--- config.mk ---
export PLATFORM = sky130hd
export DESIGN_NAME = oam_dma_ctrl
export DESIGN_NICKNAME = d
export VERILOG_FILES = /design/src/rtl/nes_pkg.sv /design/src/rtl/cpu_bus_mux.sv /design/src/rtl/oam_dma_ctrl.sv
export SDC_FILE = /design/constraint.sdc
export NUM_CORES = 1
export LEC_CHECK = 0
export CORE_MARGIN = 10
export CORE_UTILIZATION = 48
export CTS_BUF_LIST = sky130_fd_sc_hd__clkbuf_4 sky130_fd_sc_hd__clkbuf_8
export CTS_CLUSTER_DIAMETER = 80
export DETAILED_ROUTE_END_ITERATION = 12
export HOLD_SLACK_MARGIN = 0.08
export PLACE_DENSITY = 0.88
export SLEW_MARGIN = 20
export SYNTH_ARGS = -nofsm -noshare
export SYNTH_HDL_FRONTEND = slang
export SYNTH_SLANG_ARGS = --single-unit
--- constraint.sdc ---
create_clock -name clk -period 3.16 [get_ports clk]
set_input_delay 0.632 -clock clk [delete_from_list [all_inputs] [get_ports clk]]
set_output_delay 0.632 -clock clk [all_outputs]
set_load 0.05 [all_outputs]
--- src/rtl/nes_pkg.sv ---
`default_nettype none
// ============================================================================
//  Module      : nes_pkg
//  Description : Shared types and defaults for the NES-style OAM DMA block:
//                DMA state encoding, default register/port addresses and a
//                helper that forms the in-page source address.
//  Revision    : 1.0  initial release
// ============================================================================
package nes_pkg;

  // DMA sequencer states.
  typedef enum logic [2:0] {
    ST_IDLE  = 3'd0,
    ST_HALT  = 3'd1,
    ST_ALIGN = 3'd2,
    ST_READ  = 3'd3,
    ST_WRITE = 3'd4
  } dma_state_e;

  // CPU write address that launches a DMA burst.
  localparam logic [15:0] DMA_REG_ADDR_DEFAULT  = 16'h4014;
  // PPU OAM data port that receives every DMA byte.
  localparam logic [15:0] OAM_DATA_ADDR_DEFAULT = 16'h2004;
  // Bytes moved per burst.
  localparam int          XFER_LEN_DEFAULT      = 256;

  // Source address is page:index; the index never carries into the page.
  function automatic logic [15:0] dma_src_addr(input logic [7:0] page,
                                               input logic [7:0] idx);
    return {page, idx};
  endfunction

  // The DMA owns the shared bus in every state except IDLE.
  function automatic logic dma_owns_bus(input dma_state_e st);
    return (st != ST_IDLE);
  endfunction

endpackage
`default_nettype wire

--- src/rtl/cpu_bus_mux.sv ---
`default_nettype none
// ============================================================================
//  Module      : cpu_bus_mux
//  Description : Shared memory bus ownership mux. When i_dma_sel is low the
//                CPU side passes straight through to the bus and bus read
//                data returns to the CPU. When high, the DMA side drives the
//                bus and the CPU sees zero read data (it is halted anyway).
//  Ports       : i_dma_sel                         - 1 selects DMA side
//                i_cpu_addr/wdata/ren/wen, o_cpu_rdata - CPU side
//                i_dma_addr/wdata/ren/wen           - DMA side
//                o_bus_addr/wdata/ren/wen, i_bus_rdata - shared bus side
//  Revision    : 1.0  initial release
// ============================================================================
module cpu_bus_mux (
  input  logic        i_dma_sel,
  // CPU side
  input  logic [15:0] i_cpu_addr,
  input  logic [7:0]  i_cpu_wdata,
  input  logic        i_cpu_ren,
  input  logic        i_cpu_wen,
  output logic [7:0]  o_cpu_rdata,
  // DMA side
  input  logic [15:0] i_dma_addr,
  input  logic [7:0]  i_dma_wdata,
  input  logic        i_dma_ren,
  input  logic        i_dma_wen,
  // Shared bus side
  output logic [15:0] o_bus_addr,
  output logic [7:0]  o_bus_wdata,
  output logic        o_bus_ren,
  output logic        o_bus_wen,
  input  logic [7:0]  i_bus_rdata
);

  always_comb begin
    if (i_dma_sel) begin
      o_bus_addr  = i_dma_addr;
      o_bus_wdata = i_dma_wdata;
      o_bus_ren   = i_dma_ren;
      o_bus_wen   = i_dma_wen;
      o_cpu_rdata = 8'h00;
    end else begin
      o_bus_addr  = i_cpu_addr;
      o_bus_wdata = i_cpu_wdata;
      o_bus_ren   = i_cpu_ren;
      o_bus_wen   = i_cpu_wen;
      o_cpu_rdata = i_bus_rdata;
    end
  end

endmodule
`default_nettype wire

--- src/rtl/oam_dma_ctrl.sv ---
`default_nettype none
// ============================================================================
//  Module      : oam_dma_ctrl
//  Description : NES-style sprite (OAM) DMA controller. A CPU write to
//                DMA_REG_ADDR latches a source page and halts the CPU; the
//                block then copies XFER_LEN bytes from {page,idx} to the
//                OAM data port, one read and one write per bus cycle
//                (cyc_en). An extra ALIGN cycle is inserted when the burst
//                starts on an odd bus cycle.
//  Ports       : clk, rst (async, active-low), cyc_en (bus-cycle strobe)
//                cpu_addr/wdata/ren/wen -> CPU request, cpu_rdata/cpu_rdy back
//                bus_addr/wdata/ren/wen -> shared bus, bus_rdata back
//                dma_busy               -> high while a burst is in progress
//  Revision    : 1.0  initial release
// ============================================================================
module oam_dma_ctrl
  import nes_pkg::*;
#(
  parameter logic [15:0] DMA_REG_ADDR  = DMA_REG_ADDR_DEFAULT,
  parameter logic [15:0] OAM_DATA_ADDR = OAM_DATA_ADDR_DEFAULT,
  parameter int          XFER_LEN      = XFER_LEN_DEFAULT
) (
  input  logic        clk,
  input  logic        rst,
  input  logic        cyc_en,
  input  logic [15:0] cpu_addr,
  input  logic [7:0]  cpu_wdata,
  input  logic        cpu_ren,
  input  logic        cpu_wen,
  output logic [7:0]  cpu_rdata,
  output logic        cpu_rdy,
  output logic [15:0] bus_addr,
  output logic [7:0]  bus_wdata,
  output logic        bus_ren,
  output logic        bus_wen,
  input  logic [7:0]  bus_rdata,
  output logic        dma_busy
);

  // Index value of the final byte; compared against the 8-bit index.
  localparam logic [7:0] LAST_IDX = 8'(XFER_LEN - 1);

  dma_state_e state_q, state_d;
  logic [7:0] page_q,  page_d;
  logic [7:0] idx_q,   idx_d;
  logic [7:0] data_q,  data_d;
  logic       parity_q, parity_d;
  logic       busy_q,   busy_d;

  logic        trigger;
  logic        dma_sel;
  logic [15:0] dma_addr;
  logic [7:0]  dma_wdata;
  logic        dma_ren;
  logic        dma_wen;

  assign trigger = cpu_wen && (cpu_addr == DMA_REG_ADDR);
  assign dma_sel = dma_owns_bus(state_q);

  // --------------------------------------------------------------------------
  // Next-state logic. Nothing moves unless cyc_en marks a bus cycle.
  // --------------------------------------------------------------------------
  always_comb begin
    state_d  = state_q;
    page_d   = page_q;
    idx_d    = idx_q;
    data_d   = data_q;
    parity_d = parity_q;

    if (cyc_en) begin
      // Free-running cycle parity decides whether an ALIGN cycle is needed.
      parity_d = ~parity_q;

      unique case (state_q)
        ST_IDLE: begin
          // The triggering write still reaches the bus through the mux.
          if (trigger) begin
            page_d  = cpu_wdata;
            idx_d   = 8'h00;
            state_d = ST_HALT;
          end
        end
        ST_HALT: begin
          state_d = parity_q ? ST_ALIGN : ST_READ;
        end
        ST_ALIGN: begin
          state_d = ST_READ;
        end
        ST_READ: begin
          data_d  = bus_rdata;
          state_d = ST_WRITE;
        end
        ST_WRITE: begin
          // 8-bit increment: the index wraps inside the page, never carries.
          idx_d   = idx_q + 8'd1;
          state_d = (idx_q == LAST_IDX) ? ST_IDLE : ST_READ;
        end
        default: begin
          state_d = ST_IDLE;
        end
      endcase
    end

    busy_d = (state_d != ST_IDLE);
  end

  // --------------------------------------------------------------------------
  // State and datapath registers.
  // --------------------------------------------------------------------------
  always_ff @(posedge clk or negedge rst) begin
    if (!rst) begin
      state_q  <= ST_IDLE;
      page_q   <= 8'h00;
      idx_q    <= 8'h00;
      data_q   <= 8'h00;
      parity_q <= 1'b0;
      busy_q   <= 1'b0;
    end else begin
      state_q  <= state_d;
      page_q   <= page_d;
      idx_q    <= idx_d;
      data_q   <= data_d;
      parity_q <= parity_d;
      busy_q   <= busy_d;
    end
  end

  // --------------------------------------------------------------------------
  // DMA-side bus request. Strobes are qualified by cyc_en so that the shared
  // bus never sees a DMA access outside a real bus cycle.
  // --------------------------------------------------------------------------
  always_comb begin
    dma_addr  = dma_src_addr(page_q, idx_q);
    dma_wdata = data_q;
    dma_ren   = 1'b0;
    dma_wen   = 1'b0;
    unique case (state_q)
      ST_READ: begin
        dma_ren = cyc_en;
      end
      ST_WRITE: begin
        dma_addr = OAM_DATA_ADDR;
        dma_wen  = cyc_en;
      end
      default: begin
        dma_ren = 1'b0;
      end
    endcase
  end

  cpu_bus_mux u_bus_mux (
    .i_dma_sel   (dma_sel),
    .i_cpu_addr  (cpu_addr),
    .i_cpu_wdata (cpu_wdata),
    .i_cpu_ren   (cpu_ren),
    .i_cpu_wen   (cpu_wen),
    .o_cpu_rdata (cpu_rdata),
    .i_dma_addr  (dma_addr),
    .i_dma_wdata (dma_wdata),
    .i_dma_ren   (dma_ren),
    .i_dma_wen   (dma_wen),
    .o_bus_addr  (bus_addr),
    .o_bus_wdata (bus_wdata),
    .o_bus_ren   (bus_ren),
    .o_bus_wen   (bus_wen),
    .i_bus_rdata (bus_rdata)
  );

  // The CPU is held for exactly as long as the DMA owns the bus.
  assign cpu_rdy  = ~busy_q;
  assign dma_busy = busy_q;

endmodule
`default_nettype wire

==> flow_summary.yaml, run 1 <==
outcome:
  run_status: "completed"
grt:
  first_global_vias: 1747
  grt.met2_usage_pct: 25.56
  grt-ovfl-total: 0
  grt_max_degree: 30
  met3_usage_pct: 10.47
  top_usage_layer: "met2"
  track_usage_pct: 16.75
  grt_pass1_wl_um: 8576
  grt.met1_usage_pct: 18.05
  antenna_found_initial: 0
route:
  ant_nets: 0
  firstDrtPassIters: 4
  drt_drc_violations_left: 0
  wire_per_inst_um: 16.72
  num_vias: 1652
  totalWireLength_um: 5182
  vias_per_cell: 5.329
  drt-initial-drc-count: 198
floorplanning:
  ios: 73
  core_mm2: 0.003442
  die_w_um: 80.58
  rows: 21
  die_area_mm2: 0.006493
  start_util_pct: 51.18
  die_h_um: 80.58
setup_path:
  cp-end-kind: "output port"
  cpPeakStageDelay_ns: 0.72
  path_class: "register to output port"
  crit_family: "buffers and inverters"
  startpoint_type: "register"
  path_buf_inv: 2
  path_cells: "nor3_4 -> buf_4 -> mux2_2 -> clkdlybuf4s50_1"
  worstPathRequired_ns: 2.53
  slowest_stage: "clkdlybuf4s50_1"
  arrival_ns: 2.37
  worstPathMaxFanout: 18
pwr:
  combPwrFrac_pct: 67.0
  leakage_uw: 0.001182
  ir_worst_vdd_mv: 0.8134
  power.density_mw_per_mm2: 1048
  p_sw_share_pct: 51.90
  switching_power_uw: 1412
  seqPwrFrac_pct: 21.4
  power.internal_uw: 1309
  p_clk_share_pct: 11.5
timing:
  rsz0062_at_grt: "false"
  slew-limit-headroom_pct: 64.87
  tightest_slew_ns: 0.5253
  fmax_mhz: 333.6
  setup_violations: 0
  min_period_over_period_pct: 94.85
  min_period_ns: 2.997
  hold_violations: 0
  setup-tns-final_ns: 0
  final_max_slew_viol_count: 0
  finClkSkew_ns: 0.003319
clock_tree:
  insertion_delay_ns: 0.28
  cts_sinks: 29
  ctsHoldBuffers: 0
  h-tree-depth: 2
  cts_setup_buffers: 0
  cts_resized: 0
  root_buffer: "clkbuf_8"
  clockBufferDepth: 2
  cts_tree: "done"
  cts_made_buffers: 5
  clk_pin_slew_worst_paths_ns: 0.06
placed_design:
  gp_congestion: 0.8485
  dp_hpwl_um: 4001
  io_buffer_count: 72
yosys:
  synth_nets: 226
  ys_seq_area_share_pct: 41.19
  ys_types: 40
  ys_warn_count: 0
  synthesis.instances: 188
  ys_ff_latch: 29
  synth_edf_count: 0
  avgSynthCellArea_um2: 9.371
  netlist_area_mm2: 0.001762
  ys_async_sr_fraction_pct: 100.0
  ys.flop_type: "dfrtp_1"
cells_and_area:
  layout_common_cells: "clkdlybuf4s50_1, nand2_1, dfrtp_1"
  antenna_cells: 0
  area_growth_pct: 47.44
  drive_above_1_share_pct: 25.38
  final_nets: 301
  layout_commonest_cell: "clkdlybuf4s50_1"
  fin_util_pct: 75.46
  fillers: 251
job:
  drv_cap: 0
hold_path:
  min-delay-path-class: "register to register"
==> per-layer routing <==
metal,vias to the layer above,part of all wire [%],wire length [um]
met5,-,0,0
met4,0,2.3,121
met3,11,14,725
met2,79,44,2304
met1,764,39,2030
li1,798,-,-
==> power groups by stage <==
stage | combinational, uW | clock, uW | sequential (uW)
finish | 1820 | 314 | 583
global route | 1930 | 337 | 606
CTS | 1840 | 322 | 584
detailed placement | 1830 | 0 | 591
global placement | 1810 | 0 | 583
floorplan | 1280 | 0 | 558
==> sequential cells by signal (all words and copies together), names as in the netlist <==
name,count
data_q,8
dma_busy,1
idx_q,8
page_q,8
parity_q,1
state_q,3
==> worst paths after layout <==
check / startpoint / to / slack (ns) / cells past startpoint
min reg2reg: parity_q / parity_q / 0.46 / 1
max: state_q[2] / bus_wdata[3] / 0.16 / 4
max reg2reg: state_q[1] / dma_busy / 1.21 / 5
max in group asynchronous: rst / state_q[0] / 2.13 / 2
min: parity_q / parity_q / 0.46 / 1
min in group asynchronous: rst / idx_q[4] / 0.75 / 2
==> stage by stage <==
step | power, uW | cells | worst slack (ns) | cell area (um2) | hold WS, ns
floorplan | 1833 | 188 | 0.3264 | 1762 | 0.3364
global placement | 2391 | 302 | 0.3977 | 2506 | 0.4573
detailed placement | 2421 | 302 | 0.3028 | 2506 | 0.4599
CTS | 2743 | 310 | 0.1591 | 2597 | 0.4738
global route | 2877 | 310 | 0.05878 | 2597 | 0.5149
finish | 2721 | 310 | 0.1627 | 2597 | 0.4645
==> logic make-up after synthesis <==
group                    count (synthesis)  synth area share (%)
flip-flops                              29                 41.19
adder cells (fa/ha/maj)                  1                0.7101
AO/OA/AOI/OAI                           29                 10.01
buffers and inverters                   17                 4.617
multiplexers                            24                 15.55
XOR/XNOR                                 6                 2.983
AND/OR/NAND/NOR                         82                 24.93
==> area by class of cell <==
| cell class | count | area [um2] | share of cell area [%] |
|---|---|---|---|
| clock buffer | 8 | 91.34 | 3.516 |
| inverter | 6 | 22.52 | 0.8671 |
| multi-input combinational | 142 | 954.7 | 36.75 |
| sequential | 29 | 725.7 | 27.94 |
| tap | 46 | 57.56 | 2.216 |
| timing repair buffer | 79 | 745.7 | 28.71 |
==> cell usage after synthesis, types with 2 or more instances <==
master	n	share of area (%)
mux2_2	23	15
nand3_1	2	0.57
clkbuf_1	7	1.5
a41o_1	2	1.1
nor2_1	11	2.3
buf_6	2	1.3
buf_2	2	0.57
nor4_1	2	0.71
xor2_1	4	2.0
o21ai_0	20	5.7
xnor2_1	2	0.99
dfrtp_1	29	41
and2_1	8	2.8
nand2b_1	2	0.71
inv_1	6	1.3
nand2_1	42	8.9
Note: power is estimated with default switching activity, not from simulation.
==> run 2, diff against run 1 <==
- ABC_AREA: not set -> 0
==> results of run 2 <==
Same layout as run 1: the final DEF is identical, and so are final timing and power.
==> run 3, diff against run 2 <==
- GPL_TIMING_DRIVEN: not set -> 0
==> run 3 against run 2 <==
Against the previous run: register-to-register slack got worse by 0.24 ns; core utilization is 0.36 points higher; clock skew up 0.0034 ns; sequential share of layout area decreased by 0.13 points; clock-buffer cell count shrank 1; sequential power shrank 4.3%; die area unchanged; via count grew 1.3%; hold slack worse by 0.081 ns.
==> flow_summary.yaml, run 3 (synthesis results as in run 1) <==
outcome:
  run_status: "completed"
route:
  vias_per_cell: 5.348
  wire_per_inst_um: 17.29
  drt-initial-drc-count: 131
  firstDrtPassIters: 4
  drt_drc_violations_left: 0
  totalWireLength_um: 5411
  ant_nets: 0
  num_vias: 1674
setup_path:
  crit_path_start: "state_q[1]"
  reg2reg_to: "page_q[7]"
  r2r_slack_ns: 0.97
  endpoint: "bus_wdata[1]"
  r2r_start: "state_q[1]"
  worstPathRequired_ns: 2.53
  path_class: "register to output port"
  startpoint_type: "register"
  r2r_cells: 7
  cp-end-kind: "output port"
  arrival_ns: 2.39
  worstPathMaxFanout: 10
cells_and_area:
  final_nets: 305
  area_growth_pct: 48.15
  fin_area_mm2: 0.002610
  layout_common_cells: "clkdlybuf4s50_1, nand2_1, dfrtp_1"
  layout_commonest_cell: "clkdlybuf4s50_1"
  reg_top3: "data_q x8, idx_q x8, page_q x8"
  antenna_cells: 0
  final_cells: 313
  drive_above_1_share_pct: 17.60
grt:
  grt-ovfl-total: 0
  antenna_found_initial: 0
  first_global_vias: 1747
  track_usage_pct: 16.88
  grt_max_degree: 30
  grt_pass1_wl_um: 8638
floorplanning:
  rows: 21
  start_util_pct: 51.18
  ios: 73
  die_h_um: 80.58
  die_w_um: 80.58
  die_area_mm2: 0.006493
  core_mm2: 0.003442
clock_tree:
  h-tree-depth: 2
  root_buffer: "clkbuf_8"
  clk_pin_slew_worst_paths_ns: 0.06
  cts_tree: "done"
  cts_made_buffers: 5
  insertion_delay_ns: 0.27
  cts_sinks: 29
  clockBufferDepth: 2
  ctsHoldBuffers: 0
timing:
  tightest_slew_ns: 0.6919
  fmax_mhz: 331.1
  min_period_ns: 3.020
  slew-limit-headroom_pct: 53.53
  min_period_over_period_pct: 95.57
  fin_hold_ws_ns: 0.3835
  hold_violations: 0
  finClkSkew_ns: 0.006761
  setup_violations: 0
  final_max_slew_viol_count: 0
  setup-tns-final_ns: 0
  rsz0062_at_grt: "false"
placed_design:
  gp_congestion: 0.9070
  io_buffer_count: 72
  post_dp_cell_area_mm2: 0.002535
  dp_hpwl_um: 4084
  placed_cells: 306
pwr:
  leakage_uw: 0.001199
  power_uw: 2694
  power.density_mw_per_mm2: 1032
  ir_worst_vdd_mv: 0.8973
hold_path:
  min-delay-path-class: "primary input to async pin"
job:
  drv_cap: 0
-- run 3: final cells by class --
class	count	area, um2
multi-input combinational	142	959.7
fill	261	832.0
sequential	29	725.7
timing repair buffer	73	699.4
clock buffer	7	90.09
tap	46	57.56
buffer	10	55.05
inverter	6	22.52
-- run 3: stage by stage --
step           setup WS [ns]  utilization [%]
2_1_floorplan         0.3264                -
3_3_place_gp         -0.4262            73.79
3_5_place_dp         -0.4210            73.65
4_1_cts             0.001082            75.90
5_1_grt             0.009865            75.83
6_report              0.1399            75.83
-- run 3: worst min-delay path by stage --
stage                        start   endpoint  cells after the start
final                          rst   idx_q[4]                      1
after detailed placement  parity_q   parity_q                      1
after global routing           rst   idx_q[4]                      1
after global placement    parity_q   parity_q                      1
after floorplan                rst  data_q[0]                      0
after CTS                      rst   idx_q[4]                      1
-- run 3: what timing repair did --
| action | 4_1_cts | 5_1_grt |
|---|---|---|
| setup buffers | 1 | 0 |
| gates resized for setup | 20 | 4 |
| pin swaps | 1 | 0 |
| endpoints found under the hold margin | 0 | 0 |
| endpoints found under the setup margin | 27 | 2 |
-- run 3: power by group --
part,switching (uW),leakage (uW),internal [uW],total [uW]
Combinational,1210,0.000778,613,1830
Sequential,82.4,0.000373,475,558
Clock,130,0.0000477,181,311
-- run 3: metal layers --
layer	wire, um	vias up	track usage [%]
li1	-	810	-
met3	823	4	10.36
met2	2443	82	27.79
met5	0	-	0
met4	38	0	4.401
met1	2107	778	17.70
-- run 3: critical path, cell delays in order (launching register included) --
cell and delay [ns]:
dfrtp_1 0.37, buf_6 0.14, nor3_4 0.20, clkbuf_1 0.32
mux2_2 0.38, clkdlybuf4s50_1 0.71
